$ cat src/rtl/multicycle_ctrl_fsm.sv
// Moore control FSM for a multicycle MIPS datapath: fetch/decode/execute sequencing,
// memory wait handling, illegal-opcode pulse and halt.
module multicycle_ctrl_fsm #(
  parameter int unsigned         OP_W    = 6,
  parameter logic [OP_W-1:0]     HALT_OP = 6'b111111
) (
  input  logic            clk,
  input  logic            rst,
  input  logic [OP_W-1:0] opcode,
  input  logic            zero,
  input  logic            mem_ready,
  output logic            pc_write,
  output logic            pc_write_cond,
  output logic            iord,
  output logic            mem_read,
  output logic            mem_write,
  output logic            ir_write,
  output logic            mem_to_reg,
  output logic            reg_dst,
  output logic            reg_write,
  output logic            alu_src_a,
  output logic [1:0]      alu_src_b,
  output logic [1:0]      alu_op,
  output logic [1:0]      pc_src,
  output logic            illegal,
  output logic            halted,
  output logic [3:0]      state_dbg
);

  localparam logic [OP_W-1:0] OpLw   = OP_W'(6'b100011);
  localparam logic [OP_W-1:0] OpSw   = OP_W'(6'b101011);
  localparam logic [OP_W-1:0] OpR    = OP_W'(6'b000000);
  localparam logic [OP_W-1:0] OpBeq  = OP_W'(6'b000100);
  localparam logic [OP_W-1:0] OpAddi = OP_W'(6'b001000);
  localparam logic [OP_W-1:0] OpJ    = OP_W'(6'b000010);

  typedef enum logic [3:0] {
    StIdle   = 4'd0,
    StFetch  = 4'd1,
    StDecode = 4'd2,
    StMemAdr = 4'd3,
    StMemRd  = 4'd4,
    StMemWb  = 4'd5,
    StMemWr  = 4'd6,
    StExec   = 4'd7,
    StRwb    = 4'd8,
    StBranch = 4'd9,
    StAddiEx = 4'd10,
    StAddiWb = 4'd11,
    StJump   = 4'd12,
    StHalt   = 4'd13
  } state_e;

  state_e state_q, state_d;
  logic   illegal_q, illegal_d;

  // zero only gates pc_write_cond inside the datapath; the FSM itself never looks at it.
  logic unused_zero;
  assign unused_zero = zero;

  always_ff @(posedge clk) begin
    if (rst) begin
      state_q   <= StIdle;
      illegal_q <= 1'b0;
    end else begin
      state_q   <= state_d;
      illegal_q <= illegal_d;
    end
  end

  always_comb begin
    state_d   = state_q;
    illegal_d = 1'b0;
    case (state_q)
      StIdle:   state_d = StFetch;
      StFetch:  if (mem_ready) state_d = StDecode;
      StDecode: begin
        case (opcode)
          OpLw, OpSw: state_d = StMemAdr;
          OpR:        state_d = StExec;
          OpBeq:      state_d = StBranch;
          OpAddi:     state_d = StAddiEx;
          OpJ:        state_d = StJump;
          HALT_OP:    state_d = StHalt;
          default: begin
            state_d   = StFetch;
            illegal_d = 1'b1;
          end
        endcase
      end
      StMemAdr: state_d = (opcode == OpLw) ? StMemRd : StMemWr;
      StMemRd:  if (mem_ready) state_d = StMemWb;
      StMemWb:  state_d = StFetch;
      StMemWr:  if (mem_ready) state_d = StFetch;
      StExec:   state_d = StRwb;
      StRwb:    state_d = StFetch;
      StBranch: state_d = StFetch;
      StAddiEx: state_d = StAddiWb;
      StAddiWb: state_d = StFetch;
      StJump:   state_d = StFetch;
      StHalt:   state_d = StHalt;
      default:  state_d = StIdle;
    endcase
  end

  // Moore outputs: a pure function of the registered state.
  always_comb begin
    pc_write      = 1'b0;
    pc_write_cond = 1'b0;
    iord          = 1'b0;
    mem_read      = 1'b0;
    mem_write     = 1'b0;
    ir_write      = 1'b0;
    mem_to_reg    = 1'b0;
    reg_dst       = 1'b0;
    reg_write     = 1'b0;
    alu_src_a     = 1'b0;
    alu_src_b     = 2'b00;
    alu_op        = 2'b00;
    pc_src        = 2'b00;
    halted        = 1'b0;
    case (state_q)
      StFetch: begin
        mem_read  = 1'b1;
        ir_write  = 1'b1;
        alu_src_b = 2'b01;
        pc_write  = 1'b1;
      end
      StDecode: alu_src_b = 2'b11;
      StMemAdr: begin
        alu_src_a = 1'b1;
        alu_src_b = 2'b10;
      end
      StMemRd: begin
        mem_read = 1'b1;
        iord     = 1'b1;
      end
      StMemWb: begin
        reg_write  = 1'b1;
        mem_to_reg = 1'b1;
      end
      StMemWr: begin
        mem_write = 1'b1;
        iord      = 1'b1;
      end
      StExec: begin
        alu_src_a = 1'b1;
        alu_op    = 2'b10;
      end
      StRwb: begin
        reg_write = 1'b1;
        reg_dst   = 1'b1;
      end
      StBranch: begin
        alu_src_a     = 1'b1;
        alu_op        = 2'b01;
        pc_src        = 2'b01;
        pc_write_cond = 1'b1;
      end
      StAddiEx: begin
        alu_src_a = 1'b1;
        alu_src_b = 2'b10;
      end
      StAddiWb: reg_write = 1'b1;
      StJump: begin
        pc_write = 1'b1;
        pc_src   = 2'b10;
      end
      StHalt:  halted = 1'b1;
      default: ;
    endcase
  end

  assign illegal   = illegal_q;
  assign state_dbg = state_q;

endmodule

$ cat config.mk
export PLATFORM = sky130hd
export DESIGN_NAME = multicycle_ctrl_fsm
export DESIGN_NICKNAME = d
export VERILOG_FILES = /design/src/rtl/multicycle_ctrl_fsm.sv
export SDC_FILE = /design/constraint.sdc
export NUM_CORES = 1
export LEC_CHECK = 0
export BUFFER_PORTS_ARGS = -buffer_cell sky130_fd_sc_hd__buf_2
export CORE_MARGIN = 2
export CORE_UTILIZATION = 39
export DETAILED_ROUTE_END_ITERATION = 8
export GPL_TIMING_DRIVEN = 0
export PLACE_DENSITY = 0.74
export SKIP_CTS_REPAIR_TIMING = 1
export SLEW_MARGIN = 20
export SYNTH_ARGS = -nofsm -noshare
export SYNTH_HDL_FRONTEND = slang
export SYNTH_SLANG_ARGS = --single-unit
$ cat constraint.sdc
create_clock -name clk -period 1.7 [get_ports clk]
set_clock_uncertainty 0.15 [all_clocks]
set_input_delay 0.34 -clock clk [delete_from_list [all_inputs] [get_ports clk]]
set_output_delay 0.34 -clock clk [all_outputs]
set_load 0.01 [all_outputs]
# Word level (Yosys, flattened, before mapping)
# Cells that the tools add are included.
[word_totals] wordCells=59 inputBits=10 output_inout_bits=22 ff_bits=5
[classes] reduce_logical=13 mux=21 bitwise_logic=1 eq_ne=22
[ops] cell="4-bit case mux with 9 select lines" count=1
[ops] cell="4-bit == test (second input constant)" count=6
[ops] cell="4-bit case mux with 6 select lines" count=1
[ops] cell="6-bit == test (second input constant)" count=3
[ops] cell="4-bit by 3-bit == test with 1-bit output (second input constant)" count=4
[ops] cell="1-bit 2-to-1 mux" count=12
[ops] cell="4-bit 2-to-1 mux" count=3
[ops] cell="2-bit OR reduction" count=6
[ops] cell="4-bit by 2-bit == test with 1-bit output (second input constant)" count=2
[ops] cell="2-bit case mux with 2 select lines" count=2
[ops] cell="7-bit OR reduction" count=1
[ops] cell="6-bit by 2-bit == test with 1-bit output (second input constant)" count=1
[ops] cell="6-bit by 3-bit == test with 1-bit output (second input constant)" count=1
[ops] cell="6-bit by 4-bit == test with 1-bit output (second input constant)" count=1
[ops] cell="6-bit logical NOT" count=1
[ops] cell="2-bit inequality test (second input constant)" count=3
[ops] cell="2-bit case mux with 3 select lines" count=1
[ops] cell="6-bit OR reduction" count=1
[ops] cell="4-bit by 1-bit == test with 1-bit output (second input constant)" count=1
[ops] cell="4-bit logical NOT" count=1
[ops] cell="4-bit OR reduction" count=1
[ops] cell="3-bit AND reduction" count=1
[ops] cell="3-bit OR reduction" count=1
[ops] cell="2-bit 2-to-1 mux" count=1
[ops] cell="1-bit inverter" count=1

# Longest topological paths before layout
# Gate-level depths: netlist (run 1).
[depth] word_depth=4 ltp_mapped=5 mapped_depth_nobuf=4

# Worst setup path before layout (run 1)
# OpenSTA, ideal clock, no wires.
[synth_timing] path_kind="reg2out" startpoint="register state_q[0] (netlist: state_dbg[0])" endpoint="output pc_write" n_path_buf=1 slack_ns=-0.040 stages_incl_launch_ff=5 t_arrival_ns=1.250 path_cell_list="dfxtp_1 > clkbuf_8 > nand2_1 > nor3_1 > or2_2"
[synth_via] elab_chain_len=3
[synth_lines] element="start: declaration" line_no="54" text="state_e state_q, state_d;"
[synth_lines] element="start signal: assignment" line_no="63" text="state_q <= StIdle;"
[synth_lines] element="start signal: assignment" line_no="66" text="state_q <= state_d;"
[synth_lines] element="4-bit == test or 4-bit by 1-bit == test with 1-bit output (tied branches)" line_no="122" text="case (state_q)"
[synth_lines] element="2-bit OR reduction (no source line) *"
[synth_lines] element="1-bit 2-to-1 mux *" line_no="122"
[synth_lines] element="end: declaration" line_no="12" text="output logic pc_write,"
# Every way passes the cells marked *; elsewhere a longest branch is shown, timed or not.

# Worst setup path in the final report (run 1)
[layout_timing] startpoint="register state_q[0] (netlist: state_dbg[0])" endpoint="output mem_read"
[layout_via] elab_chain_len=3
[layout_lines] element="4-bit by 1-bit == test with 1-bit output or 4-bit by 3-bit == test with 1-bit output (tied branches)" line_no="122"
[layout_lines] element="2-bit OR reduction (no source line) *"
[layout_lines] element="1-bit 2-to-1 mux *" line_no="122"
[layout_lines] element="end: declaration" line_no="15" text="output logic mem_read,"
# Marked as above.

==> impl_metrics.ini, run 1 <==
[clocking]
cts_tree = done
clock-root-buffer = clkbuf_4
cts_max_path_buffers = 2
cts_buffers = 3
clkTransAtPathRegs_ns = 0.05
cts_sinks = 5
h-tree-depth = 1
worstSkewPairLatency_ns = 0.24

[synthesis]
synth_cell_types = 32
synthesis.area_sq_um = 591
yosysTopAreaCell = dfxtp_1
syn-num-nets = 94
netlist.area_leader.share_pct = 16.9
ys_ff_latch = 5
ys_warn_count = 0
synth.top_cells.by_area = dfxtp_1 (17%), nor2_1 (8.9%), nor3_1 (7.6%)
synth_seq_area_share_pct = 16.9
async_flop_share_pct = 0
avgSynthCellArea_sq_um = 7.03
synth_edf_count = 0
syn_inst = 84
synth_ff_type = dfxtp_1

[cells_and_area]
num-nets-final = 138
num_antenna_cells = 0
area_delta_synth_final_pct = 69.3
drive_gt1_share_pct = 55.9

[timing]
fin_setup_tns_ns = -0.200
max_freq_mhz = 561
fin_ws_ns = -0.0823
final-hold-violation-count = 0
tightest_slew_ns = 0.318
min_period_ns = 1.78
finalMaxSlewViolations = 0
setup_viol = 4
rsz0062_at_grt = yes
min_period_over_period_pct = 105
slew_headroom_pct = 78.8

[global_routing]
grt_max_degree = 11
use_met2_pct = 29.4
grt_pass1_wl_um = 2660
grt_overflow = 0
top_usage_layer = met2
grt_antenna_before_repair = 0
met3_usage_pct = 2.98
grtUsageMet1_pct = 24.5
grt_usage_pct = 18.0
grt_pass1_vias = 638

[critical_path]
startpoint_type = flip-flop
endpoint_kind = output port
cpPeakStageDelay_ns = 0.40
arrival_ns = 1.29
worst_ep_required_time_ns = 1.21
r2r-start = state_dbg[3]
critPathBufInv = 2
r2r_setup_slack_ns = 0.13
crit_family = flip-flops
path_max_fanout = 7
worst_path_max_delay_cell = dfxtp_4
critical_path_class = flip-flop to output port
path_cells = buf_12, nand2_8, a211oi_1, buf_2
reg2reg_depth = 6
r2r_end = state_dbg[1]

[power]
powerDensity_nw_per_um2 = 488
pwr-share-clk_pct = 27.7
p_int_mw = 0.317
switchingPower_mw = 0.171
leakagePower_nw = 0.449
power.total_mw = 0.488
switching_share_pct = 35.1
ir_drop_v = 0.000457
seq_power_share_pct = 27.8
pwr-share-comb_pct = 44.4

[route]
wirelength_um = 1910
drc = 0
ant_nets = 0
wire_per_inst_um = 13.3
vias = 801
first_pass_iters = 4
via_per_inst = 5.60
dr.first_iter.drc_count = 24

[floorplanning]
start_util_pct = 40.6
die-area_sq_um = 1840
die_w_um = 42.9
dieHeight_um = 42.9
io-pin-count = 32
fp-row-count = 14
core_area_sq_um = 1450

[min_path]
worstHoldPathType = input port to flip-flop
holdPathEnd = state_dbg[3]
hold-path-cell-count = 2
min-delay-start = rst

[placement]
place_congestion = 0.825
pre_cts_slack_ns = -0.205
dpl.hpwl_um = 1240
portBuffers = 29

[run_status]
violations = setup timing
status = complete, but fails checks

[run]
cap_viol_max_count = 0
==> worst max path at each step <==
stage,from,to,slack (ns),depth (start not counted)
finish,state_dbg[0],mem_read,-0.08,4
global route,state_dbg[0],mem_read,-0.17,4
CTS,state_dbg[3],reg_write,-0.30,6
detailed placement,opcode[1],state_dbg[1],-0.21,5
global placement,opcode[1],state_dbg[1],-0.19,5
floorplan,opcode[1],state_dbg[1],0.03,4
==> synthesized netlist by cell type, types with 2 or more instances <==
library cell,number
clkbuf_1,2
nand3_1,2
a21oi_1,8
clkbuf_8,3
o22ai_1,2
dfxtp_1,5
nor2_1,14
nor3_1,9
inv_1,3
buf_4,2
a211o_1,2
o21ai_0,2
a211oi_1,3
nand2b_1,3
nand2_1,5
xnor2_1,3
==> registers in the layout, summed over array words and instances (netlist names) <==
register   cells
illegal        1
state_dbg      4
==> cells in the final DEF, fill, tap and decap left out, types with 3 or more instances in the layout <==
cell type,synthesis,routed
nor3_1,9,8
buf_8,0,3
nor2_1,14,11
xnor2_1,3,3
buf_2,0,26
dfxtp_4,0,3
nor2_4,0,3
a21oi_1,8,6
nand2_1,5,3
buf_4,2,10
buf_6,1,6
clkbuf_4,0,3
==> power groups by stage <==
| stage | sequential [mW] | combinational, mW | clock [mW] |
|---|---|---|---|
| 2_1_floorplan | 0.137 | 0.100 | 0 |
| 3_3_place_gp | 0.135 | 0.154 | 0 |
| 3_5_place_dp | 0.136 | 0.155 | 0 |
| 4_1_cts | 0.133 | 0.155 | 0.139 |
| 5_1_grt | 0.136 | 0.235 | 0.151 |
| 6_report | 0.136 | 0.217 | 0.135 |
==> area by class of cell <==
cell class | instances | area (sq um)
fillers | 121 | 454
clock buffers | 3 | 22.5
well taps | 16 | 20.0
multi-input cells | 68 | 487
clock inverters | 1 | 5.00
repair buffers | 39 | 239
plain buffers | 8 | 103
inverters | 3 | 11.3
flip-flops and latches | 5 | 113
==> metrics by stage <==
step	cell area [sq um]	hold slack, ns	std cells	util, %
2_1_floorplan	596	0.255	84	-
5_1_grt	1000	0.193	143	68.8
3_3_place_gp	761	0.440	129	52.3
3_5_place_dp	761	0.439	129	52.3
6_report	1000	0.188	143	68.8
4_1_cts	788	0.186	133	54.2
==> routing by layer <==
metal,part of all wire [%],up-vias
met5,0,-
met4,1.1,0
met3,6.8,2
met2,52,41
met1,40,369
li1,-,389
==> logic make-up (layout without fill, tap and decap cells) <==
logic type / after synthesis / count (layout) / share of synthesized area, %
AO/OA/AOI/OAI: 23 / 23 / 26.7
XOR/XNOR: 3 / 3 / 4.45
buffers and inverters: 11 / 54 / 14.6
flip-flops: 5 / 5 / 16.9
AND/OR/NAND/NOR: 42 / 42 / 37.3
Note: power is estimated with default switching activity, not from simulation.
==> inputs of run 2 (changes only) <==
--- a/config.mk
+++ b/config.mk
@@ -5,12 +5,14 @@
 export SDC_FILE = /design/constraint.sdc
 export NUM_CORES = 1
 export LEC_CHECK = 0
+export ABC_AREA = 1
 export BUFFER_PORTS_ARGS = -buffer_cell sky130_fd_sc_hd__buf_2
 export CORE_MARGIN = 2
-export CORE_UTILIZATION = 39
+export CORE_UTILIZATION = 37
 export DETAILED_ROUTE_END_ITERATION = 8
 export GPL_TIMING_DRIVEN = 0
-export PLACE_DENSITY = 0.74
+export PLACE_DENSITY = 0.72
+export SETUP_SLACK_MARGIN = 0.1
 export SKIP_CTS_REPAIR_TIMING = 1
 export SLEW_MARGIN = 20
 export SYNTH_ARGS = -nofsm -noshare
==> impl_metrics.ini, run 2 <==
[critical_path]
startpoint_type = flip-flop
crit_path_start = state_dbg[0]
critPathBufInv = 3
critical_path_class = flip-flop to output port
crit_family = simple AND/OR/NAND/NOR gates
worst_path_max_delay_cell = dfxtp_4
r2r_end = state_dbg[0]
cp.depth = 6
cpPeakStageDelay_ns = 0.36
crit_top_cell = nor2_4
path_cells = inv_4, nor2_4, inv_2, nor2_4, or3_1, buf_2
endpoint_kind = output port
worst_ep_required_time_ns = 1.21
path_max_fanout = 5
reg2reg_depth = 9
r2r_setup_slack_ns = 0.32
crit_end = alu_src_a
arrival_ns = 1.34
r2r-start = state_dbg[1]

[synthesis]
synth_edf_count = 0
yosysTopAreaCell = dfxtp_1
async_flop_share_pct = 0
syn_inst = 103
synth_top_family_by_area = simple AND/OR/NAND/NOR gates
avgSynthCellArea_sq_um = 5.31
synthSimpleGateAreaFrac_pct = 55.4
synth-adder-area-share_pct = 0
synth.top_cells.by_area = dfxtp_1 (18%), nand2_1 (17%), nor2_1 (12%)
synth_ff_type = dfxtp_1
netlist.area_leader.share_pct = 18.3
synth_compound_area_share_pct = 9.84
synth.top_cells.by_count = nand2_1 (25), nor2_1 (18), inv_1 (14), nand3_1 (10)
ys_warn_count = 0
ys_ff_latch = 5
syn-num-nets = 113
synth_mux_area_share_pct = 0
synth_xor_area_share_pct = 0
synth_cell_types = 19
synth_seq_area_share_pct = 18.3
yosysMostFrequentCell = nand2_1
synthesis.area_sq_um = 547

[power]
power.total_mw = 0.947
seq_power_share_pct = 23.1
leakagePower_nw = 0.493
p_int_mw = 0.482
pwr-share-clk_pct = 14.5
powerDensity_nw_per_um2 = 1150
ir_drop_v = 0.000720
switchingPower_mw = 0.465
switching_share_pct = 49.1
pwr-share-comb_pct = 62.4

[cells_and_area]
num-nets-final = 151
final-seq-area_sq_um = 115
final_cells = 155
area_delta_synth_final_pct = 51.3
final_cell_mix = buf_2 (28), nand2_1 (25), nor2_1 (13)
num_antenna_cells = 0
n_fill_cell = 140
drive_gt1_share_pct = 47.1
final_common_cell = buf_2
multi_input_area_sq_um = 379
largest_reg_flops = 4

[timing]
min_period_over_period_pct = 108
finalMaxSlewViolations = 0
final-hold-violation-count = 0
rsz0062_at_grt = yes
whs_ns = 0.169
setup_viol = 4
tightest_slew_ns = 0.262
fin_setup_tns_ns = -0.345
fin_ws_ns = -0.131
max_freq_mhz = 546
min_period_ns = 1.83
slew_headroom_pct = 82.4

[floorplanning]
fp-row-count = 13
start_util_pct = 41.0
die_w_um = 42.4
core_area_sq_um = 1330
dieHeight_um = 42.4
io-pin-count = 32
die-area_sq_um = 1800

[route]
ant_nets = 0
via_per_inst = 4.84
vias = 750
dr.first_iter.drc_count = 6
wire_per_inst_um = 9.76
drc = 0
wirelength_um = 1510
first_pass_iters = 4

[min_path]
worstHoldPathType = input port to flip-flop
min-delay-start = rst

[placement]
dp.cells = 148
dpl.hpwl_um = 1220
portBuffers = 30
place_congestion = 0.817

[clocking]
cts_sinks = 5
clkTransAtPathRegs_ns = 0.05
worstSkewPairLatency_ns = 0.24
clock-root-buffer = clkbuf_4
cts_buffers = 3
h-tree-depth = 1
cts_tree = done
cts_max_path_buffers = 2

[run_status]
status = complete, but fails checks
violations = setup timing

[global_routing]
grt_usage_pct = 16.1
grt_max_degree = 8
grt_pass1_wl_um = 2290
grt_pass1_vias = 595
grt_antenna_before_repair = 0
grt_overflow = 0

[run]
cap_viol_max_count = 0
==> run 2: cell types whose count changed after synthesis, moves of 6 or more <==
| cell | previous run | this run |
|---|---|---|
| nor3_1 | 9 | 1 |
| nand3_1 | 2 | 10 |
| inv_2 | 0 | 6 |
| inv_1 | 3 | 14 |
| nand2_1 | 5 | 25 |
==> run 2: cell type report <==
class                   count  area share, %
plain buffers               2           2.72
well taps                  15           2.27
multi-input cells          76           45.8
repair buffers             33           22.4
flip-flops and latches      5           13.9
clock buffers               4           3.18
inverters                  20           9.68
==> run 2: cells by family (layout without fill, tap and decap cells) <==
logic type             after synthesis  after routing
DFF                                  5              5
and+or+nand+nor                     66             66
AOI/OAI and AO/OA                   10             10
buffers and inverters               22             59
==> run 2: per-layer routing <==
| metal | GRT usage, % | share of wire, % | vias up |
|---|---|---|---|
| met5 | 0 | 0 | - |
| met4 | 5.63 | 0.93 | 0 |
| met3 | 3.02 | 5.3 | 2 |
| met2 | 27.7 | 50 | 22 |
| met1 | 19.9 | 44 | 329 |
| li1 | - | - | 397 |
==> run 2: power by group through the flow <==
stage                     clock [mW]  combinational (mW)  sequential (mW)
after detailed placement           0               0.533            0.192
after global placement             0               0.530            0.191
final                          0.137               0.591            0.219
after CTS                      0.144               0.534            0.191
after floorplan                    0               0.349            0.199
after global routing           0.145               0.661            0.226
==> run 2: worst min-delay path by stage <==
stage	end	slack (ns)	depth (start not counted)
final	state_dbg[3]	0.17	2
after global routing	state_dbg[3]	0.17	2
after CTS	state_dbg[3]	0.17	2
after detailed placement	state_dbg[0]	0.43	2
after global placement	state_dbg[0]	0.43	2
after floorplan	state_dbg[0]	0.26	1
==> run 2: stage by stage <==
| stage | cell area [sq um] | setup WS, ns | utilization (%) |
|---|---|---|---|
| finish | 827 | -0.131 | 62.0 |
| detailed placement | 721 | 0.0115 | 54.0 |
| CTS | 747 | -0.253 | 56.0 |
| global placement | 721 | 0.0168 | 54.0 |
| floorplan | 552 | 0.0651 | - |
| global route | 827 | -0.197 | 62.0 |
